[config.mk]
export PLATFORM = sky130hd
export DESIGN_NAME = neural_layer_engine
export DESIGN_NICKNAME = d
export VERILOG_FILES = /design/src/rtl/neural_layer_engine.sv
export SDC_FILE = /design/constraint.sdc
export NUM_CORES = 1
export LEC_CHECK = 0
export BUFFER_PORTS_ARGS = -buffer_cell sky130_fd_sc_hd__buf_2
export CORE_MARGIN = 5
export CORE_UTILIZATION = 50
export DETAILED_ROUTE_END_ITERATION = 10
export GPL_TIMING_DRIVEN = 1
export PLACE_DENSITY = 0.69
export SYNTH_ARGS = -nofsm -noshare
export SYNTH_HDL_FRONTEND = slang
export SYNTH_SLANG_ARGS = --single-unit
export TNS_END_PERCENT = 20
[constraint.sdc]
create_clock -name clk -period 9.3 [get_ports clk]
set_input_delay 0.465 -clock clk [delete_from_list [all_inputs] [get_ports clk]]
set_output_delay 0.465 -clock clk [all_outputs]
set_load 0.01 [all_outputs]
[src/rtl/neural_layer_engine.sv]
// Sequential multiply-accumulate engine for one fully connected layer with saturating outputs.
// Optional build macro NEURAL_LAYER_ENGINE_RELU_EN clamps negative results to zero.
module neural_layer_engine #(
  parameter int unsigned DATA_W    = 8,
  parameter int unsigned ACC_W     = 20,
  parameter int unsigned N_IN      = 4,
  parameter int unsigned N_OUT     = 4,
  parameter int unsigned FRAC_BITS = 0,
  localparam int unsigned IN_AW  = (N_IN > 1) ? $clog2(N_IN) : 1,
  localparam int unsigned W_AW   = (N_IN * N_OUT > 1) ? $clog2(N_IN * N_OUT) : 1,
  localparam int unsigned OUT_AW = (N_OUT > 1) ? $clog2(N_OUT) : 1
) (
  input  logic              clk,
  input  logic              reset,
  input  logic              start,
  input  logic              abort,
  output logic              busy,
  output logic              done,
  output logic [IN_AW-1:0]  in_addr,
  input  logic [DATA_W-1:0] in_data,
  output logic [W_AW-1:0]   w_addr,
  input  logic [DATA_W-1:0] w_data,
  output logic [OUT_AW-1:0] out_addr,
  output logic [DATA_W-1:0] out_data,
  output logic              out_we
);

  localparam int unsigned PROD_W = 2 * DATA_W;
  localparam logic signed [ACC_W-1:0] SAT_MAX = ACC_W'((1 << (DATA_W - 1)) - 1);
  localparam logic signed [ACC_W-1:0] SAT_MIN = ACC_W'(-(1 << (DATA_W - 1)));

  typedef enum logic [2:0] {S_IDLE, S_RUN, S_DRAIN, S_WRITE, S_DONE} state_e;

  state_e                    state_q, state_d;
  logic signed [ACC_W-1:0]   acc_q, acc_d;
  logic [IN_AW-1:0]          i_q, i_d;
  logic [OUT_AW-1:0]         n_q, n_d;
  logic                      busy_q, busy_d, done_q, done_d, out_we_q, out_we_d;
  logic [DATA_W-1:0]         out_data_q, out_data_d;
  logic [IN_AW-1:0]          in_addr_q, in_addr_d;
  logic [W_AW-1:0]           w_addr_q, w_addr_d;
  logic [OUT_AW-1:0]         out_addr_q, out_addr_d;

  logic signed [PROD_W-1:0]  prod_c;
  logic signed [ACC_W-1:0]   acc_sum_c, shifted_c;
  logic [DATA_W-1:0]         sat_c, res_c;
  logic                      last_i, last_n;

  assign last_i    = (i_q == IN_AW'(N_IN - 1));
  assign last_n    = (n_q == OUT_AW'(N_OUT - 1));
  assign prod_c    = $signed(in_data) * $signed(w_data);
  assign acc_sum_c = acc_q + ACC_W'(prod_c);

  always_ff @(posedge clk or negedge reset) begin
    if (!reset) state_q <= S_IDLE;
    else        state_q <= state_d;
  end

  // Abort wins over every transition out of RUN/DRAIN/WRITE, including entry into WRITE.
  always_comb begin
    state_d = state_q;
    unique case (state_q)
      S_IDLE:  if (start) state_d = S_RUN;
      S_RUN:   if (abort) state_d = S_IDLE; else if (last_i) state_d = S_DRAIN;
      S_DRAIN: state_d = abort ? S_IDLE : S_WRITE;
      S_WRITE: if (abort) state_d = S_IDLE; else state_d = last_n ? S_DONE : S_RUN;
      S_DONE:  state_d = S_IDLE;
      default: state_d = S_IDLE;
    endcase
  end

  // Outputs are registered from the next state so each strobe lines up with its state.
  always_comb begin
    acc_d = acc_q;
    i_d   = i_q;
    n_d   = n_q;
    unique case (state_q)
      S_IDLE: if (start) begin
        acc_d = '0;
        i_d   = '0;
        n_d   = '0;
      end
      S_RUN: begin
        if (i_q != '0) acc_d = acc_sum_c;
        i_d = last_i ? '0 : i_q + IN_AW'(1);
      end
      S_DRAIN: acc_d = acc_sum_c;
      S_WRITE: begin
        acc_d = '0;
        i_d   = '0;
        if (!last_n) n_d = n_q + OUT_AW'(1);
      end
      default: ;
    endcase

    shifted_c = acc_d >>> FRAC_BITS;
    if (shifted_c > SAT_MAX)      sat_c = DATA_W'(SAT_MAX);
    else if (shifted_c < SAT_MIN) sat_c = DATA_W'(SAT_MIN);
    else                          sat_c = DATA_W'(shifted_c);
`ifdef NEURAL_LAYER_ENGINE_RELU_EN
    res_c = sat_c[DATA_W-1] ? '0 : sat_c;
`else
    res_c = sat_c;
`endif

    busy_d     = (state_d == S_RUN) || (state_d == S_DRAIN) || (state_d == S_WRITE);
    done_d     = (state_d == S_DONE);
    out_we_d   = (state_d == S_WRITE);
    out_addr_d = out_we_d ? n_d : '0;
    out_data_d = out_we_d ? res_c : out_data_q;
    in_addr_d  = (state_d == S_RUN) ? i_d : '0;
    w_addr_d   = (state_d == S_RUN) ? W_AW'(32'(n_d) * N_IN + 32'(i_d)) : '0;
  end

  always_ff @(posedge clk or negedge reset) begin
    if (!reset) begin
      acc_q      <= '0;
      i_q        <= '0;
      n_q        <= '0;
      busy_q     <= 1'b0;
      done_q     <= 1'b0;
      out_we_q   <= 1'b0;
      out_data_q <= '0;
      in_addr_q  <= '0;
      w_addr_q   <= '0;
      out_addr_q <= '0;
    end else begin
      acc_q      <= acc_d;
      i_q        <= i_d;
      n_q        <= n_d;
      busy_q     <= busy_d;
      done_q     <= done_d;
      out_we_q   <= out_we_d;
      out_data_q <= out_data_d;
      in_addr_q  <= in_addr_d;
      w_addr_q   <= w_addr_d;
      out_addr_q <= out_addr_d;
    end
  end

  assign busy     = busy_q;
  assign done     = done_q;
  assign out_we   = out_we_q;
  assign out_data = out_data_q;
  assign in_addr  = in_addr_q;
  assign w_addr   = w_addr_q;
  assign out_addr = out_addr_q;

endmodule

==> qor.yml <==
relSlewSlack_pct: 35.24
firstDrtPassIters: 5
die_w_um: 116
cts_buffers: 5
crit_arrival_ns: 6.73
portBuffers: 38
core_area_um2: 10940
setup_viol: 0
worstPathMaxFanout: 13
tightest_slew_ns: 0.9714
synthToLayoutAreaGrowth_pct: 8.196
post_drt_wl_per_cell_um: 15.44
finalCriticalPeriod_ns: 6.600
start_kind: "input port"
tns_ns: 0
synth_fa_ha_area_share_pct: 42.05
synth-xor-area-share_pct: 2.183
ys_seq_area_share_pct: 19.60
hold_viol: 0
status: "finished, final reports clean"
async_flop_share_pct: 100.0
synth-simple-area-share_pct: 15.35
synthCells: 576
wl_mm: 11.56
clkSinkCount: 44
rsz0062_at_grt: "false"
synth_top_area_share_pct: 31.36
synth-seq-cells: 44
rows: 38
reg2reg_depth: 18
viasPerCell: 5.427
cp_slowest_cell: "and2_1"
synth_top_family_by_area: "adder cells"
grt_usage_pct: 18.60
gr-total-overflow: 0
final_cell_mix: "inv_1, fa_1, nand2_1"
postCtsSetupRepairBufs: 0
drtAntennaViolNets: 0
cts-root-buf: "clkbuf_16"
ys.flop_type: "dfrtp_1"
cts.hold.buffers_added: 0
drv_cap: 0
cts_tree: "done"
diodes: 0
gp_congestion: 0.8244
syn-cell-area_um2: 5618
required_ns: 9.43
r2r-end: "out_data[0]"
antenna_found_initial: 0
dp_slack_ns: 2.466
drive_gt1_share_pct: 9.852
ys.warnings.count: 0
clockBufferDepth: 2
hp-class: "in -> async"
fmax_mhz: 151.5
crit_type: "in -> reg"
syn_avg_cell_area_um2: 9.753
drc: 0
synth_cell_types: 58
finalWorstSetupSlack_ns: 2.700
drtIter0Drc: 274
netlist_top_cells_area: "fa_1, dfrtp_1, ha_1"
clk_pin_slew_ns: 0.06
synth_edf_count: 0
cp-end-kind: "flop"
die-area_um2: 13460
synth_compound_area_share_pct: 11.92
path_common_cell: "fa_1"
reg2reg_from: "acc_q[6]"
crit_end: "out_data[0]"
drv_slew: 0
fp.dieH_um: 116
nets: 764
start_util_pct: 51.37
final_area_um2: 6078
synthMuxAreaShare_pct: 0.3786
crit_start: "w_data[0]"
placed_area_um2: 5906
ctsResizeCount: 0
slowest_delay_ns: 0.60
crit_chain: "buf_2, and2_1, inv_1, fa_1, inv_1, fa_1, fa_1, fa_1, fa_1, ha_1, or2_2, o221ai_1, a211oi_1, o221a_2, nor3_1, o311ai_0, o31ai_2, o221ai_1"
grt_pass1_wl_mm: 20.22
grt_max_degree: 45
first_global_vias: 4300
clkLatencyLatePin_ns: 0.29
r2r_slack_ns: 3.36
synth_top_cell_by_area: "fa_1"
vias: 4065
cts_htree_levels: 2
post-route-util_pct: 55.58
dpl.hpwl_mm: 9.847
fin_skew_ns: 0.01062
period_share_pct: 70.97
ios: 39
syn_nets: 732
layout_commonest_cell: "inv_1"
-- cell usage after synthesis, types with 6 or more instances --
| master | number |
|---|---|
| nor2_1 | 32 |
| o221ai_1 | 8 |
| and2_1 | 36 |
| clkbuf_1 | 6 |
| inv_1 | 107 |
| o21ai_0 | 10 |
| o21a_1 | 9 |
| nand3_1 | 7 |
| dfrtp_1 | 44 |
| nand2_1 | 57 |
| nand2b_1 | 7 |
| a22o_1 | 8 |
| fa_1 | 88 |
| ha_1 | 48 |
| xnor2_1 | 9 |
| a21oi_1 | 14 |
-- worst max-delay path, delay by kind of cell --
| family | cells | cell delay, ns |
|---|---|---|
| and+or+nand+nor | 3 | 1.13 |
| buffers and inverters | 3 | 0.37 |
| adders and majority gates | 6 | 2.75 |
| AOI/OAI and AO/OA | 6 | 2.02 |
-- cells by family (layout without fill, tap and decap cells) --
kind of cell	after synthesis	count (layout)
AND/OR/NAND/NOR	171	171
adder cells (fa/ha/maj)	136	136
buffers and inverters	120	153
AO/OA/AOI/OAI	89	89
flip-flops	44	44
XOR/XNOR	14	14
multiplexers	2	2
-- per-stage QoR --
stage	hold WS, ns	std cells
after floorplan	0.1694	576
after global placement	0.4678	741
after detailed placement	0.4898	741
after CTS	0.3806	749
after global routing	0.4244	749
final	0.3406	749
-- worst min path at each step --
stage | from | to | slack [ns] | cells past startpoint
2_1_floorplan | reset | acc_q[0] | 0.17 | 0
3_3_place_gp | out_data[7] | out_data[7] | 0.47 | 2
3_5_place_dp | out_data[7] | out_data[7] | 0.49 | 2
4_1_cts | reset | acc_q[18] | 0.38 | 1
5_1_grt | reset | out_data[7] | 0.42 | 1
6_report | reset | out_data[7] | 0.34 | 1
-- routing by layer --
metal / GRT usage [%] / part of all wire, % / vias up
li1: - / - / 1933
met1: 24.69 / 44 / 2029
met2: 33.22 / 52 / 93
met3: 2.454 / 3.2 / 10
met4: 2.939 / 0.87 / 0
met5: 0 / 0 / -
-- sequential cells by signal, summed over array words and instances, names as in the netlist, 2 cells and up --
| signal | count |
|---|---|
| n_q | 2 |
| acc_q | 20 |
| w_addr | 4 |
| out_addr | 2 |
| out_data | 8 |
| state_q | 3 |
| i_q | 2 |
-- final cells by class --
| class | instances | area [um2] |
|---|---|---|
| inverter | 107 | 401.6 |
| sequential | 44 | 1101 |
| fill | 994 | 4857 |
| timing repair buffer | 38 | 190.2 |
| clock buffer | 5 | 125.1 |
| clock inverter | 3 | 47.55 |
| tap | 140 | 175.2 |
| multi-input combinational | 412 | 4038 |
Power is not shown: default switching activity piles up to over one toggle a cycle in this logic, so the estimate is an artifact.
